### src/rtl/seq_detector_param_if.sv
// Signal bundle for seq_detector_param: stream, pattern configuration and match status.
// The master side drives the stream and configuration; the slave side is the detector.
interface seq_detector_param_if #(
  parameter int unsigned PAT_W = 4,
  parameter int unsigned CNT_W = 8
);
  localparam int unsigned LenW = $clog2(PAT_W + 1);

  logic             clear;
  logic             in_valid;
  logic             in;
  logic [PAT_W-1:0] pattern;
  logic [LenW-1:0]  pat_len;
  logic             overlap;
  logic             out;
  logic [CNT_W-1:0] match_count;
  logic [LenW-1:0]  fill;

  modport master (
    output clear, in_valid, in, pattern, pat_len, overlap,
    input  out, match_count, fill
  );

  modport slave (
    input  clear, in_valid, in, pattern, pat_len, overlap,
    output out, match_count, fill
  );
endinterface

### src/rtl/seq_detector_param.sv
// Serial pattern detector with a runtime-programmable pattern of 1..PAT_W bits,
// selectable overlap, a HOLD-cycle stretched match output and a saturating match counter.
module seq_detector_param #(
  parameter int unsigned PAT_W = 4,
  parameter int unsigned CNT_W = 8,
  parameter int unsigned HOLD  = 2
) (
  input logic                 clk,
  input logic                 reset,
  seq_detector_param_if.slave bus
);
  localparam int unsigned LenW  = $clog2(PAT_W + 1);
  localparam int unsigned HoldW = $clog2(HOLD + 1);

  logic [PAT_W-1:0] hist_q, hist_d, hist_shift, pat_mask;
  logic [LenW-1:0]  fill_q, fill_d, fill_inc;
  logic [HoldW-1:0] hold_q, hold_d;
  logic [CNT_W-1:0] cnt_q, cnt_d;
  logic             accept, cfg_ok, match;

  always_comb begin
    accept     = bus.in_valid & ~bus.clear;
    hist_shift = {hist_q[PAT_W-2:0], bus.in};
    fill_inc   = (fill_q == LenW'(PAT_W)) ? fill_q : fill_q + LenW'(1);
    cfg_ok     = (bus.pat_len != '0) && (bus.pat_len <= LenW'(PAT_W));
    // Only the low pat_len bits of history and pattern take part in the compare.
    pat_mask   = '0;
    for (int i = 0; i < int'(PAT_W); i++) begin
      pat_mask[i] = (i < int'(bus.pat_len));
    end
    match = accept && cfg_ok && (fill_inc >= bus.pat_len) &&
            (((hist_shift ^ bus.pattern) & pat_mask) == '0);
  end

  always_comb begin
    hist_d = hist_q;
    fill_d = fill_q;
    cnt_d  = cnt_q;
    hold_d = (hold_q != '0) ? hold_q - HoldW'(1) : hold_q;
    if (bus.clear) begin
      hist_d = '0;
      fill_d = '0;
      hold_d = '0;
    end else if (accept) begin
      hist_d = hist_shift;
      fill_d = fill_inc;
      if (match) begin
        hold_d = HoldW'(HOLD);
        if (!bus.overlap) begin
          fill_d = '0;
        end
        if (cnt_q != {CNT_W{1'b1}}) begin
          cnt_d = cnt_q + CNT_W'(1);
        end
      end
    end
  end

  always_ff @(posedge clk) begin
    if (!reset) begin
      hist_q <= '0;
      fill_q <= '0;
      hold_q <= '0;
      cnt_q  <= '0;
    end else begin
      hist_q <= hist_d;
      fill_q <= fill_d;
      hold_q <= hold_d;
      cnt_q  <= cnt_d;
    end
  end

  assign bus.out         = (hold_q != '0);
  assign bus.match_count = cnt_q;
  assign bus.fill        = fill_q;
endmodule
### src/flat_wrapper.sv
// flat-port wrapper written by rule: the top's interface ports become plain ports
module seq_detector_param_flat 
#(
  parameter int unsigned PAT_W = 4,
  parameter int unsigned CNT_W = 8,
  parameter int unsigned HOLD  = 2
)
  (clk, reset, bus_clear, bus_in_valid, bus_in, bus_pattern, bus_pat_len, bus_overlap, bus_out, bus_match_count, bus_fill);
  seq_detector_param_if #(.PAT_W(PAT_W), .CNT_W(CNT_W)) bus_i ();
  input logic clk;
  input logic reset;
  input wire logic [$bits(bus_i.clear)-1:0] bus_clear;
  input wire logic [$bits(bus_i.in_valid)-1:0] bus_in_valid;
  input wire logic [$bits(bus_i.in)-1:0] bus_in;
  input wire logic [$bits(bus_i.pattern)-1:0] bus_pattern;
  input wire logic [$bits(bus_i.pat_len)-1:0] bus_pat_len;
  input wire logic [$bits(bus_i.overlap)-1:0] bus_overlap;
  output wire logic [$bits(bus_i.out)-1:0] bus_out;
  output wire logic [$bits(bus_i.match_count)-1:0] bus_match_count;
  output wire logic [$bits(bus_i.fill)-1:0] bus_fill;
  assign bus_i.clear = bus_clear;
  assign bus_i.in_valid = bus_in_valid;
  assign bus_i.in = bus_in;
  assign bus_i.pattern = bus_pattern;
  assign bus_i.pat_len = bus_pat_len;
  assign bus_i.overlap = bus_overlap;
  assign bus_out = bus_i.out;
  assign bus_match_count = bus_i.match_count;
  assign bus_fill = bus_i.fill;
  seq_detector_param #(.PAT_W(PAT_W), .CNT_W(CNT_W), .HOLD(HOLD)) u_core (.clk(clk), .reset(reset), .bus(bus_i));
endmodule
### config.mk
export PLATFORM = sky130hd
export DESIGN_NAME = seq_detector_param_flat
export DESIGN_NICKNAME = d
export VERILOG_FILES = /design/src/rtl/seq_detector_param_if.sv /design/src/rtl/seq_detector_param.sv /design/src/flat_wrapper.sv
export SDC_FILE = /design/constraint.sdc
export NUM_CORES = 1
export LEC_CHECK = 0
export CORE_MARGIN = 5
export CORE_UTILIZATION = 43
export CTS_CLUSTER_DIAMETER = 40
export DETAILED_ROUTE_END_ITERATION = 6
export GPL_ROUTABILITY_DRIVEN = 0
export GPL_TIMING_DRIVEN = 0
export PLACE_DENSITY = 0.75
export SYNTH_ARGS = -nofsm -noshare
export SYNTH_HDL_FRONTEND = slang
export SYNTH_SLANG_ARGS = --single-unit
### constraint.sdc
create_clock -name clk -period 1.98 [get_ports clk]
set_input_delay 0.495 -clock clk [delete_from_list [all_inputs] [get_ports clk]]
set_output_delay 0.495 -clock clk [all_outputs]
set_load 0.01 [all_outputs]
* After elaboration in Yosys (flattened, before gate mapping)
Index checks and enable logic that the tools add are counted.
Word-level totals: logic and storage cells 35, bits in registers 16, output and inout port bits 12, bits of input ports 13
Cells by class: eq/ne operators 2, $lt $le $gt $ge 6, $add $sub $neg 3, muxes and demuxes 6, reduce and logical (&&, ||, !) cells 9, bitwise logic cells 5
Operators with widths (count):
- $mux 3 | 3
- $add 8x1->8 const B | 1
- $ne 8x8->1 const B | 1
- $lt 1x3->1 const A | 2
- $lt 2x3->1 const A | 2
- $mux 2 | 3
- $and 4x4->4 | 1
- $logic_and 1x1->1 | 4
- $logic_not 4->1 | 1
- $reduce_and 4->1 | 1
- $xor 4x4->4 | 1
- $add 3x1->3 const B | 1
- $eq 3x3->1 const B | 1
- $ge 3x3->1 | 1
- $le 3x3->1 const B | 1
- $reduce_bool 3->1 | 1
- $not 1->1 | 2
- $reduce_bool 2->1 | 1
- $reduce_or 2->1 | 1
- $sub 2x1->2 const B | 1
- $and 1x1->1 | 1

* Depth between registers and ports, before layout
depth in word-level cells 7, mapped depth 10, depth with buffers taken out 10

* Least setup slack after synthesis
OpenSTA, ideal clock, no wires.
path type register to register, from register u_core.fill_q[0] (netlist: u_core.bus.fill[0]), to register u_core.cnt_q[5] (netlist: u_core.bus.match_count[5]), data required time 1.910 ns, path buffers 0, cell stages (with the launch flop) 11, arrival time 2.041 ns, slack -0.130 ns, period minus slack after synthesis 2.110 ns, library setup time 0.070 ns, path through dfxtp_1 > inv_1 > ha_1 > nor2_1 > nor2_1 > ha_1 > nor2_1 > nor2_1 > nand2_1 > or4_1 > a21oi_1
Between the ends: longest elaborated chain between the ends 6, elaborated cells between the ends (all ways) 7, those cells by class add/sub (1); order compare (1); eq/ne (1); mux (1); reduce/logical (3)
Ends and longest elaborated chain:
- start: declaration | RTL line seq_detector_param.sv:16 | logic [LenW-1:0] fill_q, fill_d, fill_inc;
- start signal: assignment | RTL line seq_detector_param.sv:67 | fill_q <= fill_d;
- $add 3x1->3 / $eq 3x3->1 (equally long branches) | RTL line seq_detector_param.sv:24 | fill_inc = (fill_q == LenW'(PAT_W)) ? fill_q : fill_q + LenW'(1);
- $mux 3 * | RTL line seq_detector_param.sv:24
- $ge 3x3->1 * | RTL line seq_detector_param.sv:31 | match = accept && cfg_ok && (fill_inc >= bus.pat_len) &&
- $logic_and 1x1->1 * (2 in series) | RTL line seq_detector_param.sv:31
- $reduce_and 4->1 (no line) *
- end signal: assignment | RTL line seq_detector_param.sv:69 | cnt_q <= cnt_d;
- end: declaration | RTL line seq_detector_param.sv:18 | logic [CNT_W-1:0] cnt_q, cnt_d;
Every way passes the cells marked *; elsewhere a longest branch is shown, timed or not. A chain may end at the register's enable or synchronous reset.

* Worst setup path in the final report
from input bus_pat_len[2], to register u_core.cnt_q[6] (netlist: u_core.bus.match_count[6])
Between the ends: longest elaborated chain between the ends 6, elaborated cells between the ends (all ways) 14, those cells by class order compare (6); bitwise (1); reduce/logical (7)
Ends and longest elaborated chain:
- start: declaration | RTL line flat_wrapper.sv:16 | input wire logic [$bits(bus_i.pat_len)-1:0] bus_pat_len;
- parallel branches: the longest is 4 deep, another holds $lt 1x3->1
- $logic_and 1x1->1 * | RTL line seq_detector_param.sv:31
- $reduce_and 4->1 (no line) *
Mark *: on every way between the ends.

==> summary.txt <==
Timing
  – Shortest clock period the worst path allows after layout: about 1.9 ns
  – Period utilisation layout: 0.972
  – Max frequency: 520 MHz
  – Worst-Margin Slew: 0.415 ns
  – Clock Skews: around 0.0038 ns
  – Final hold violations: 0
  – Number of pins exceeding their max-slew limit in the final report: 0
  – Final setup violation count: 0
  – Setup slack after layout: 0.0553 ns
  – Tightest slew margin relative to the limit: 0.723

Clock tree
  – Reg clk slew, reported paths: about 0.090 ns
  – TritonCTS clock tree: done
  – CTS root buffer: sky130_fd_sc_hd__clkbuf_4
  – Number of buffers created by CTS: 3
  – TritonCTS Sinks: 16
  – Worst skew pair latency: 0.29 ns
  – Longest Clk Path Bufs: 2
  – Level count of the clock H-tree: 1

Routing
  – Via count: about 1000
  – Ratio of routed vias to standard cells: 5.75
  – Average routed wire per standard cell: 15.3 um
  – Post-detailed-routing wire length: 2780 um
  – Post-detailed-route count of antenna-violating nets: 0
  – Remaining design rule violation count: 0
  – Initial detailed-routing violation count: 23
  – Pre-Repair DR Iteration Count: 4

Floorplan
  – DIE HEIGHT: 57.3 um
  – Die Outline Area: about 3300 um^2
  – Row count: 17
  – Number of primary I/O pins: 25
  – Area of the core: 2170 um^2
  – Width of the die: between 50 and 60 um
  – Initial cell density of the core: 0.443

Power
  – Post-layout total power: between 0.0006 and 0.0007 W
  – Worst vdd rail ir drop: between 0.4 and 0.5 mV
  – Pleak: 0.565 nW
  – Power density cells: 454 nW/um^2

Cells and area
  – Fraction of final layout cells sized beyond drive strength 1: 0.320
  – Number of standard cells in the layout, taps in and fillers out: between 150 and 200
  – Diodes inserted: 0
  – Area overhead of the layout relative to synthesis: 59.4%
  – Final Net Count: 172
  – Fill cell total of the finished layout: 171
  – Area of the multi-input gates: between 800 and 900 um^2
  – Final design utilization: 0.707
  – Total area of sequential cells: approximately 330 um^2

Synth
  – Share of synthesized area occupied by flip-flops and latches: 0.333
  – Post-Synthesis Net Count: about 140
  – Number of warnings reported in the yosys synthesis log: 0
  – Cells taking the most area after synthesis: sky130_fd_sc_hd__dfxtp_1 (33%), sky130_fd_sc_hd__mux2i_1 (9.4%), sky130_fd_sc_hd__ha_1 (6.5%)
  – Share of async-settable or async-resettable flops after synthesis: 0
  – Post-synth cell types: 30
  – Syn Inst Count: 118
  – Most common library cells after synthesis: sky130_fd_sc_hd__dfxtp_1 (16), sky130_fd_sc_hd__nand2_1 (13), sky130_fd_sc_hd__nor2_1 (11), sky130_fd_sc_hd__mux2i_1 (9), sky130_fd_sc_hd__nand2b_1 (7)
  – Count of flip-flops with a built-in enable after synthesis: 0
  – Flip-flop and latch count after synthesis: 16
  – Largest area contributor in the synthesized netlist: sky130_fd_sc_hd__dfxtp_1
  – Mean post-synth cell area: 8.15 um^2
  – Dominant cell by count in the synthesized netlist: sky130_fd_sc_hd__dfxtp_1
  – Summed instance area of the synthesized netlist: 962 um^2
  – Most used flip-flop cell after synthesis: sky130_fd_sc_hd__dfxtp_1
  – Area share of the leading cell type in the synthesized netlist: 0.333

Worst hold path
  – Class of the tightest hold or removal check: register to register

Setup path
  – CP required: 2.21 ns
  – Largest fanout on the critical path: 4
  – Kind of start point of the critical path: input port
  – Reg2Reg Setup Slack: roughly 0.055 ns
  – Type of destination of the critical path: register
  – Crit path arrival time: 2.15 ns
  – Type of the worst setup path: input port to register

Place
  – Worst setup slack after placement: -0.516 ns
  – Post-detail-place hpwl: between 1500 and 2000 um
  – Port-buffer cells: 23
  – Number of cells in the design after placement: 169

Global routing
  – All-Layer GR Usage: 0.165
  – Via count of the first global-routing pass: between 1000 and 1500
  – Wire length of the first global-routing pass: 4400 um
  – Gr ovfl total: 0
  – Number of antenna violations at the first check in global routing: 0
  – Pin count of the biggest net entering global routing: 11

Job
  – Maxcap violations: 0

Status
  – Status: finished clean
-- worst max-delay path, stage by stage --
cell and delay (ns):
sky130_fd_sc_hd__dlygate4sd2_1 0.28, sky130_fd_sc_hd__or2_2 0.31, sky130_fd_sc_hd__a21oi_2 0.15, sky130_fd_sc_hd__a211oi_2 0.10
sky130_fd_sc_hd__buf_4 0.18, sky130_fd_sc_hd__or4_4 0.51, sky130_fd_sc_hd__a21oi_2 0.12
-- layout make-up --
type / count / area share
buffer: 4 / 0.0131
clock buffer: 4 / 0.0171
inverter: 6 / 0.0147
multi-input combinational: 93 / 0.530
sequential: 16 / 0.214
tap: 28 / 0.0228
timing repair buffer: 30 / 0.188
-- routing by layer --
| metal | share of wire | GRT usage | vias to the layer above |
|---|---|---|---|
| met2 | 0.51 | 0.300 | 40 |
| li1 | - | - | 493 |
| met1 | 0.41 | 0.191 | 497 |
| met5 | 0 | 0 | - |
| met4 | 0.029 | 0.0563 | 0 |
| met3 | 0.055 | 0.0317 | 11 |
-- power by group --
| part | total (W) | internal (W) | leakage [nW] | switching (W) |
|---|---|---|---|---|
| Clock | 0.000181 | 0.0000784 | 0.0150 | 0.000103 |
| Sequential | 0.000331 | 0.000324 | 0.131 | 0.00000616 |
| Combinational | 0.000184 | 0.0000829 | 0.419 | 0.000101 |
-- layout by cell type, fill, tap and decap left out, types with 3 or more instances in the layout --
cell type	count
sky130_fd_sc_hd__mux2i_1	9
sky130_fd_sc_hd__inv_2	3
sky130_fd_sc_hd__buf_4	6
sky130_fd_sc_hd__clkbuf_1	3
sky130_fd_sc_hd__nor2_4	4
sky130_fd_sc_hd__clkdlybuf4s50_1	17
sky130_fd_sc_hd__xor2_1	3
sky130_fd_sc_hd__dfxtp_1	14
sky130_fd_sc_hd__nor3_1	3
sky130_fd_sc_hd__nor4_2	3
sky130_fd_sc_hd__nor2_1	5
sky130_fd_sc_hd__inv_1	3
sky130_fd_sc_hd__clkbuf_4	3
sky130_fd_sc_hd__dlygate4sd2_1	5
sky130_fd_sc_hd__nand2b_1	6
sky130_fd_sc_hd__ha_4	3
sky130_fd_sc_hd__nand2_1	11
sky130_fd_sc_hd__or2_2	3
sky130_fd_sc_hd__nand3_1	6
-- registers in the layout, summed over array words and instances, names as in the netlist --
register / count
u_core.bus.fill: 3
u_core.bus.match_count: 8
u_core.hist_q: 3
u_core.hold_q: 2
-- cell families (layout without fill, tap and decap cells) --
family          count (synthesis)  count (layout)  synth area share
buf+inv                        10              44            0.0416
fa+ha+maj                       5               5            0.0650
simple gates                   59              60             0.323
flops                          16              16             0.333
compound gates                 15              15             0.108
xor+xnor                        4               4            0.0364
mux                             9               9            0.0936
-- path summary, 6_finish.rpt --
kind,from,end,cells after the start
setup reg to reg,u_core.bus.fill[1]$_SDFFE_PP0P_,u_core.bus.match_count[6]$_SDFFE_PN0P_,10
hold reg to reg,u_core.hold_q[0]$_SDFF_PP0_,u_core.hold_q[0]$_SDFF_PP0_,1
hold / removal,u_core.hold_q[0]$_SDFF_PP0_,u_core.hold_q[0]$_SDFF_PP0_,1
setup / recovery,bus_pat_len[2],u_core.bus.match_count[6]$_SDFFE_PN0P_,7
-- what timing repair did --
action	4_1_cts	5_1_grt
cloned	2	0
pin swaps	14	5
setup endpoints to repair	13	12
setup buffers	5	1
hold buffers	0	0
gates resized for setup	33	21
hold endpoints to repair	0	0
-- metrics by stage --
step,hold slack [ns],instance area [um^2],TNS (ns)
after floorplan,0.412,970,0
after global placement,0.422,1230,-4.79
after detailed placement,0.432,1230,-5.53
after CTS,0.445,1420,-0.00161
after global routing,0.459,1530,-0.0793
final,0.442,1530,0
Power figures use the tool's default switching activity.
